<file path="src/rtl/ctrl_pkg.sv">
// Shared constants for the multi-cycle control path: FSM state encodings,
// opcodes, ALUOp codes (shared with the ALU control decoder) and mux selects.
package ctrl_pkg;

   typedef enum logic [3:0] {
      StReset    = 4'd0,
      StFetch    = 4'd1,
      StDecode   = 4'd2,
      StMemAddr  = 4'd3,
      StMemRead  = 4'd4,
      StMemWb    = 4'd5,
      StMemWrite = 4'd6,
      StExecute  = 4'd7,
      StRComplete = 4'd8,
      StBranch   = 4'd9,
      StJump     = 4'd10,
      StAddiExec = 4'd11,
      StAddiWb   = 4'd12
   } state_e;

   localparam logic [5:0] OpRtype = 6'b000000;
   localparam logic [5:0] OpLw    = 6'b100011;
   localparam logic [5:0] OpSw    = 6'b101011;
   localparam logic [5:0] OpBeq   = 6'b000100;
   localparam logic [5:0] OpJ     = 6'b000010;
   localparam logic [5:0] OpAddi  = 6'b001000;

   localparam logic [1:0] AluOpAdd   = 2'b00;
   localparam logic [1:0] AluOpSub   = 2'b01;
   localparam logic [1:0] AluOpFunct = 2'b10;

   localparam logic [1:0] SrcBRt    = 2'b00;
   localparam logic [1:0] SrcBFour  = 2'b01;
   localparam logic [1:0] SrcBImm   = 2'b10;
   localparam logic [1:0] SrcBImmSh = 2'b11;

   localparam logic [1:0] PcSrcAlu    = 2'b00;
   localparam logic [1:0] PcSrcAluOut = 2'b01;
   localparam logic [1:0] PcSrcJump   = 2'b10;

   // True for the load/store opcodes that share the address-compute step.
   function automatic logic is_mem_op(input logic [5:0] op);
      return (op == OpLw) || (op == OpSw);
   endfunction

endpackage

</file>
<file path="src/rtl/multicycle_control_if.sv">
// Control-unit bundle: instruction/memory status in, datapath controls out.
interface multicycle_control_if;

   logic [5:0] opcode;
   logic       mem_ready;
   logic       PCWrite;
   logic       PCWriteCond;
   logic       IorD;
   logic       MemRead;
   logic       MemWrite;
   logic       IRWrite;
   logic       MemtoReg;
   logic       RegDst;
   logic       RegWrite;
   logic       ALUSrcA;
   logic [1:0] ALUSrcB;
   logic [1:0] ALUOp;
   logic [1:0] PCSource;
   logic       illegal_op;
   logic [3:0] state;

   // Control unit side.
   modport master (
      input  opcode, mem_ready,
      output PCWrite, PCWriteCond, IorD, MemRead, MemWrite, IRWrite, MemtoReg, RegDst,
             RegWrite, ALUSrcA, ALUSrcB, ALUOp, PCSource, illegal_op, state
   );

   // Datapath side.
   modport slave (
      output opcode, mem_ready,
      input  PCWrite, PCWriteCond, IorD, MemRead, MemWrite, IRWrite, MemtoReg, RegDst,
             RegWrite, ALUSrcA, ALUSrcB, ALUOp, PCSource, illegal_op, state
   );

endinterface

</file>
<file path="src/rtl/multicycle_control.sv">
// Moore-style main control FSM for the multi-cycle processor. Outputs decode
// from the state register; only FETCH IRWrite/PCWrite follow mem_ready.
module multicycle_control
   import ctrl_pkg::*;
(
   input logic                  clk,
   input logic                  reset,
   multicycle_control_if.master bus
);

   state_e state_q, state_d;
   logic   illegal_q, illegal_d;

   // State register.
   always_ff @(posedge clk or posedge reset) begin
      if (reset) begin
         state_q <= StReset;
      end else begin
         state_q <= state_d;
      end
   end

   // Registered one-cycle pulse for an unsupported opcode seen in DECODE.
   always_ff @(posedge clk or posedge reset) begin
      if (reset) begin
         illegal_q <= 1'b0;
      end else begin
         illegal_q <= illegal_d;
      end
   end

   // Next-state logic.
   always_comb begin
      state_d   = StFetch;
      illegal_d = 1'b0;
      case (state_q)
         StReset: state_d = StFetch;
         StFetch: state_d = bus.mem_ready ? StDecode : StFetch;
         StDecode: begin
            if (is_mem_op(bus.opcode)) begin
               state_d = StMemAddr;
            end else begin
               case (bus.opcode)
                  OpRtype: state_d = StExecute;
                  OpBeq:   state_d = StBranch;
                  OpJ:     state_d = StJump;
                  OpAddi:  state_d = StAddiExec;
                  default: begin
                     state_d   = StFetch;
                     illegal_d = 1'b1;
                  end
               endcase
            end
         end
         // Opcode is re-sampled here; anything other than sw takes the load path.
         StMemAddr:   state_d = (bus.opcode == OpSw) ? StMemWrite : StMemRead;
         StMemRead:   state_d = bus.mem_ready ? StMemWb : StMemRead;
         StMemWb:     state_d = StFetch;
         StMemWrite:  state_d = bus.mem_ready ? StFetch : StMemWrite;
         StExecute:   state_d = StRComplete;
         StRComplete: state_d = StFetch;
         StBranch:    state_d = StFetch;
         StJump:      state_d = StFetch;
         StAddiExec:  state_d = StAddiWb;
         StAddiWb:    state_d = StFetch;
         // Unused encodings recover to FETCH without flagging illegal_op.
         default:     state_d = StFetch;
      endcase
   end

   // Output decode.
   always_comb begin
      bus.PCWrite     = 1'b0;
      bus.PCWriteCond = 1'b0;
      bus.IorD        = 1'b0;
      bus.MemRead     = 1'b0;
      bus.MemWrite    = 1'b0;
      bus.IRWrite     = 1'b0;
      bus.MemtoReg    = 1'b0;
      bus.RegDst      = 1'b0;
      bus.RegWrite    = 1'b0;
      bus.ALUSrcA     = 1'b0;
      bus.ALUSrcB     = SrcBRt;
      bus.ALUOp       = AluOpAdd;
      bus.PCSource    = PcSrcAlu;
      case (state_q)
         StFetch: begin
            bus.MemRead  = 1'b1;
            bus.ALUSrcB  = SrcBFour;
            bus.IRWrite  = bus.mem_ready;
            bus.PCWrite  = bus.mem_ready;
         end
         StDecode: begin
            bus.ALUSrcB = SrcBImmSh;
         end
         StMemAddr: begin
            bus.ALUSrcA = 1'b1;
            bus.ALUSrcB = SrcBImm;
         end
         StMemRead: begin
            bus.MemRead = 1'b1;
            bus.IorD    = 1'b1;
         end
         StMemWb: begin
            bus.RegWrite = 1'b1;
            bus.MemtoReg = 1'b1;
         end
         StMemWrite: begin
            bus.MemWrite = 1'b1;
            bus.IorD     = 1'b1;
         end
         StExecute: begin
            bus.ALUSrcA = 1'b1;
            bus.ALUOp   = AluOpFunct;
         end
         StRComplete: begin
            bus.RegWrite = 1'b1;
            bus.RegDst   = 1'b1;
         end
         StBranch: begin
            bus.ALUSrcA     = 1'b1;
            bus.ALUOp       = AluOpSub;
            bus.PCWriteCond = 1'b1;
            bus.PCSource    = PcSrcAluOut;
         end
         StJump: begin
            bus.PCWrite  = 1'b1;
            bus.PCSource = PcSrcJump;
         end
         StAddiExec: begin
            bus.ALUSrcA = 1'b1;
            bus.ALUSrcB = SrcBImm;
         end
         StAddiWb: begin
            bus.RegWrite = 1'b1;
         end
         default: ;
      endcase
   end

   assign bus.state      = state_q;
   assign bus.illegal_op = illegal_q;

endmodule

</file>
<file path="src/flat_wrapper.sv">
// flat-port wrapper written by rule: the top's interface ports become plain ports
module multicycle_control_flat import ctrl_pkg::*;
  (clk, reset, bus_opcode, bus_mem_ready, bus_PCWrite, bus_PCWriteCond, bus_IorD, bus_MemRead, bus_MemWrite, bus_IRWrite, bus_MemtoReg, bus_RegDst, bus_RegWrite, bus_ALUSrcA, bus_ALUSrcB, bus_ALUOp, bus_PCSource, bus_illegal_op, bus_state);
  multicycle_control_if bus_i ();
  input logic clk;
  input logic reset;
  input wire logic [$bits(bus_i.opcode)-1:0] bus_opcode;
  input wire logic [$bits(bus_i.mem_ready)-1:0] bus_mem_ready;
  output wire logic [$bits(bus_i.PCWrite)-1:0] bus_PCWrite;
  output wire logic [$bits(bus_i.PCWriteCond)-1:0] bus_PCWriteCond;
  output wire logic [$bits(bus_i.IorD)-1:0] bus_IorD;
  output wire logic [$bits(bus_i.MemRead)-1:0] bus_MemRead;
  output wire logic [$bits(bus_i.MemWrite)-1:0] bus_MemWrite;
  output wire logic [$bits(bus_i.IRWrite)-1:0] bus_IRWrite;
  output wire logic [$bits(bus_i.MemtoReg)-1:0] bus_MemtoReg;
  output wire logic [$bits(bus_i.RegDst)-1:0] bus_RegDst;
  output wire logic [$bits(bus_i.RegWrite)-1:0] bus_RegWrite;
  output wire logic [$bits(bus_i.ALUSrcA)-1:0] bus_ALUSrcA;
  output wire logic [$bits(bus_i.ALUSrcB)-1:0] bus_ALUSrcB;
  output wire logic [$bits(bus_i.ALUOp)-1:0] bus_ALUOp;
  output wire logic [$bits(bus_i.PCSource)-1:0] bus_PCSource;
  output wire logic [$bits(bus_i.illegal_op)-1:0] bus_illegal_op;
  output wire logic [$bits(bus_i.state)-1:0] bus_state;
  assign bus_i.opcode = bus_opcode;
  assign bus_i.mem_ready = bus_mem_ready;
  assign bus_PCWrite = bus_i.PCWrite;
  assign bus_PCWriteCond = bus_i.PCWriteCond;
  assign bus_IorD = bus_i.IorD;
  assign bus_MemRead = bus_i.MemRead;
  assign bus_MemWrite = bus_i.MemWrite;
  assign bus_IRWrite = bus_i.IRWrite;
  assign bus_MemtoReg = bus_i.MemtoReg;
  assign bus_RegDst = bus_i.RegDst;
  assign bus_RegWrite = bus_i.RegWrite;
  assign bus_ALUSrcA = bus_i.ALUSrcA;
  assign bus_ALUSrcB = bus_i.ALUSrcB;
  assign bus_ALUOp = bus_i.ALUOp;
  assign bus_PCSource = bus_i.PCSource;
  assign bus_illegal_op = bus_i.illegal_op;
  assign bus_state = bus_i.state;
  multicycle_control u_core (.clk(clk), .reset(reset), .bus(bus_i));
endmodule
</file>
<file path="config.mk">
export PLATFORM = sky130hd
export DESIGN_NAME = multicycle_control_flat
export DESIGN_NICKNAME = d
export VERILOG_FILES = /design/src/rtl/ctrl_pkg.sv /design/src/rtl/multicycle_control_if.sv /design/src/rtl/multicycle_control.sv /design/src/flat_wrapper.sv
export SDC_FILE = /design/constraint.sdc
export NUM_CORES = 1
export LEC_CHECK = 0
export CORE_MARGIN = 5
export CORE_UTILIZATION = 25
export CTS_CLUSTER_DIAMETER = 200
export CTS_CLUSTER_SIZE = 25
export DETAILED_ROUTE_END_ITERATION = 10
export PLACE_DENSITY = 0.68
export RECOVER_POWER = 25
export SLEW_MARGIN = 5
export SYNTH_ARGS = -nofsm -noshare
export SYNTH_HDL_FRONTEND = slang
export SYNTH_SLANG_ARGS = --single-unit
</file>
<file path="constraint.sdc">
create_clock -name clk -period 2.6 [get_ports clk]
set_input_delay 0.52 -clock clk [delete_from_list [all_inputs] [get_ports clk]]
set_output_delay 0.52 -clock clk [all_outputs]
set_load 0.01 [all_outputs]
</file>
==> results.txt <==
The count of buffers added on input and output ports is 29. The tools report the total nets after synthesis as 82. The number of antenna diodes in the final layout is 0. The net count reported at finish is 113.

CTS buffer count: 3. Of the synthesized area, sequential elements account for 24.88%. The number of setup buffers added after CTS is 0. Across the routed clock network, the largest skew measured is 1.442 ps. In this run the vertical extent of the chip is 54.86 um. Once placement completed, the tool counted placed cells totaling 126. Gates resized during post-CTS repair numbered 0.

The die is 54.86 um wide. The worst setup path is captured at a primary output. At the worst endpoint, the required time is 2080 ps. The top cell family by delay on the critical path is buffers and inverters. The worst stage delay on the critical path was 540 ps.

The path class of the tightest hold or removal check is input pin to asynchronous set/reset pin. The routability congestion estimate is 0.8142. The number of different library cells used by synthesis comes to 28. The tools report the number of H-tree levels as 1. Power spread over the standard cell area amounts to 898.3 nW/um2.

The detail route stage leaves a number of antenna-violating nets equal to 0. TritonCTS built the clock tree. The finished layout holds 130 standard cells, fillers aside. For the number of failing setup endpoints in the final timing report, the log shows 0. The tools report the maximum number of pins on one net before global-route repair as 17. The tools report the total of warnings raised by yosys as 0.

The cell count after synthesis is 73, and the number of enable flip-flop cells after synthesis is 0. The library cells used most frequently in the layout, excluding fill and tap cells, are sky130_fd_sc_hd__clkdlybuf4s50_1 (27), sky130_fd_sc_hd__nor2_1 (13), sky130_fd_sc_hd__nor3_1 (8). The leakage power figure was 0.3178 nW. The post-synthesis area per instance was 6.890 um2. The first global-routing pass estimated 2760 um of wire.

For this block, the initial DRC count from the detailed router was 11. In the final routed layout, each cell accounts on average for 12.23 um. The signal on the critical path passes through clkdlybuf4s50_1, nand3b_1, nor2_1, a31oi_1, nor2_1, clkdlybuf4s50_1. Of all flip-flops after synthesis, the portion carrying an async set or reset was 100.0%. The tools report the via count as 625. The cell area that synthesis handed to floorplanning was 503.0 um2. After clock tree synthesis, the clock-pin slew on the worst setup and hold paths is 40 ps.

The run gives 25.90% as the initial core utilization. Row generation in the floorplan step produced 16 rows. The I/O pin count came out at 30. Most common cell after layout, fill and taps aside: sky130_fd_sc_hd__clkdlybuf4s50_1. The clock period could shrink to 2439 ps.

Setup repair after global routing left no endpoint under its margin. The fill cell total of the finished layout came out at 209. The longest clock path from root to sink contains 2 buffers. The cell with the largest stage delay on the worst path is sky130_fd_sc_hd__clkdlybuf4s50_1.

The first-pass iteration count of the detailed router was 4. The area enclosed by the die boundary was 3009 um2; the flip-flop and latch count after synthesis was 5. Worst path arrival time: 1920 ps.

For the number of hold buffers added after CTS, the log shows 0. The worst setup path is launched from an input pin. Of all nets on the critical path, the largest fanout is 3. Number of antenna violations at the first check in global routing: 0.

For the pin with the worst max-slew slack, the measured transition is 483.2 ps. For this run, design rule violations remaining after detail routing come to 0. Dividing the final minimum period by the clock period gives 93.82%. The run gives 240 ps as the clock insertion delay at the later pin of the skew report.

The run finished with clean final reports. The max-capacitance violation count is 0. The run gives 640 as the number of global-route vias before repair. For this run, the total global-route usage over all layers was measured as 12.78%. The share of post-route cells with drive strength above 1 was 9.709%. The tools report the final count of pins violating max slew as 0. The placeable core region came out at 1942 um2. By startpoint and endpoint, the worst setup path is classified as input pin to primary output.

The relative slew slack came out at 67.79%. Via density per instance: 4.808. The most used flip-flop cell after synthesis is sky130_fd_sc_hd__dfrtp_1.

The total routed wirelength is 1590 um, and the area growth from synthesis to layout is 67.16%. For this run the aggregate overflow at the end of global routing stands at 0. Together, buffers and inverters on the worst path number 2.

The root buffer cell chosen for the clock tree is sky130_fd_sc_hd__clkbuf_4. The aggregate negative setup slack is 0 ps, and the maximum clock frequency is 0.4099 GHz. The count of clock tree sinks is 5.

The maximum vdd ir drop is 0.2837 mV. Once detailed placement completed, the half-perimeter wirelength came to 1293 um. The number of hold-slack violations in the final timing report was 0.
## cells in the mapped netlist, types with 2 or more instances
master	instances	area (um2)
sky130_fd_sc_hd__buf_4	2	15.01
sky130_fd_sc_hd__buf_2	4	20.02
sky130_fd_sc_hd__a211oi_1	2	15.01
sky130_fd_sc_hd__nand2b_1	3	18.77
sky130_fd_sc_hd__a31oi_1	3	18.77
sky130_fd_sc_hd__nor2_1	13	48.80
sky130_fd_sc_hd__o21ai_0	2	10.01
sky130_fd_sc_hd__nand2_1	5	18.77
sky130_fd_sc_hd__a21oi_1	4	20.02
sky130_fd_sc_hd__nor3_1	8	40.04
sky130_fd_sc_hd__dfrtp_1	5	125.1
sky130_fd_sc_hd__nor4_1	2	12.51
sky130_fd_sc_hd__o22ai_1	2	12.51
sky130_fd_sc_hd__inv_1	4	15.01
## worst paths after layout
kind                                     start               endpoint  slack (ps)  cells after the start
max                              bus_mem_ready            bus_PCWrite         160                      6
min                                      reset  u_core.bus.illegal_op         610                      2
max reg2reg                u_core.bus.state[0]  u_core.bus.illegal_op        1020                      4
min reg2reg                u_core.bus.state[0]    u_core.bus.state[0]         820                      1
max in group asynchronous                reset    u_core.bus.state[3]        1820                      2
min in group clk           u_core.bus.state[0]    u_core.bus.state[0]         820                      1
## cells by family (layout without fill, tap and decap cells)
logic type | count (synthesis) | count (layout) | share of synthesized area [%]
AO/OA/AOI/OAI | 16 | 16 | 20.15
flip-flops | 5 | 5 | 24.88
XOR/XNOR | 2 | 2 | 3.483
AND/OR/NAND/NOR | 39 | 39 | 40.80
buffers and inverters | 11 | 41 | 10.69
## report_power, final
group          switching [mW]  internal [mW]
registers              0.0791          0.103
logic                   0.219          0.265
clock network          0.0305         0.0579
total                   0.329          0.427
## final cells by class
| cell class | count | area, um2 | area share, % |
|---|---|---|---|
| inverter | 5 | 18.77 | 2.232 |
| tap | 27 | 33.78 | 4.018 |
| timing repair buffer | 32 | 312.8 | 37.20 |
| sequential | 5 | 125.1 | 14.88 |
| multi-input combinational | 57 | 324.1 | 38.54 |
| clock buffer | 4 | 26.28 | 3.125 |
## registers in the layout, summed over array words and instances, names as in the netlist
| name | flops |
|---|---|
| u_core.bus.illegal_op | 1 |
| u_core.bus.state | 4 |
## stage by stage
stage / worst slack [ps] / total power [mW] / hold WS [ps] / area, um2 / utilization [%]
global route: 28.55 / 0.8318 / 622.5 / 840.8 / 43.30
finish: 160.7 / 0.7553 / 613.2 / 840.8 / 43.30
CTS: 148.4 / 0.7672 / 474.8 / 840.8 / 43.30
detailed placement: 152.5 / 0.6732 / 734.3 / 814.5 / 41.95
global placement: 174.2 / 0.6668 / 732.2 / 814.5 / 41.95
floorplan: 894.4 / 0.4175 / 298.5 / 503.0 / -
## worst reg2reg max path: stages, from the launching register on
cell and delay, ps:
sky130_fd_sc_hd__dfrtp_1 540, sky130_fd_sc_hd__inv_2 190, sky130_fd_sc_hd__nand2_2 110, sky130_fd_sc_hd__or4_1 510
sky130_fd_sc_hd__nor3b_2 160
## per-layer routing
metal | share of wire [%] | GRT usage (%) | vias to the layer above
met4 | 0 | 4.979 | 0
met2 | 50 | 22.83 | 22
met1 | 44 | 14.22 | 280
met3 | 6.5 | 3.270 | 0
li1 | - | - | 323
met5 | 0 | 0 | -
Note: power is estimated with default switching activity, not from simulation.
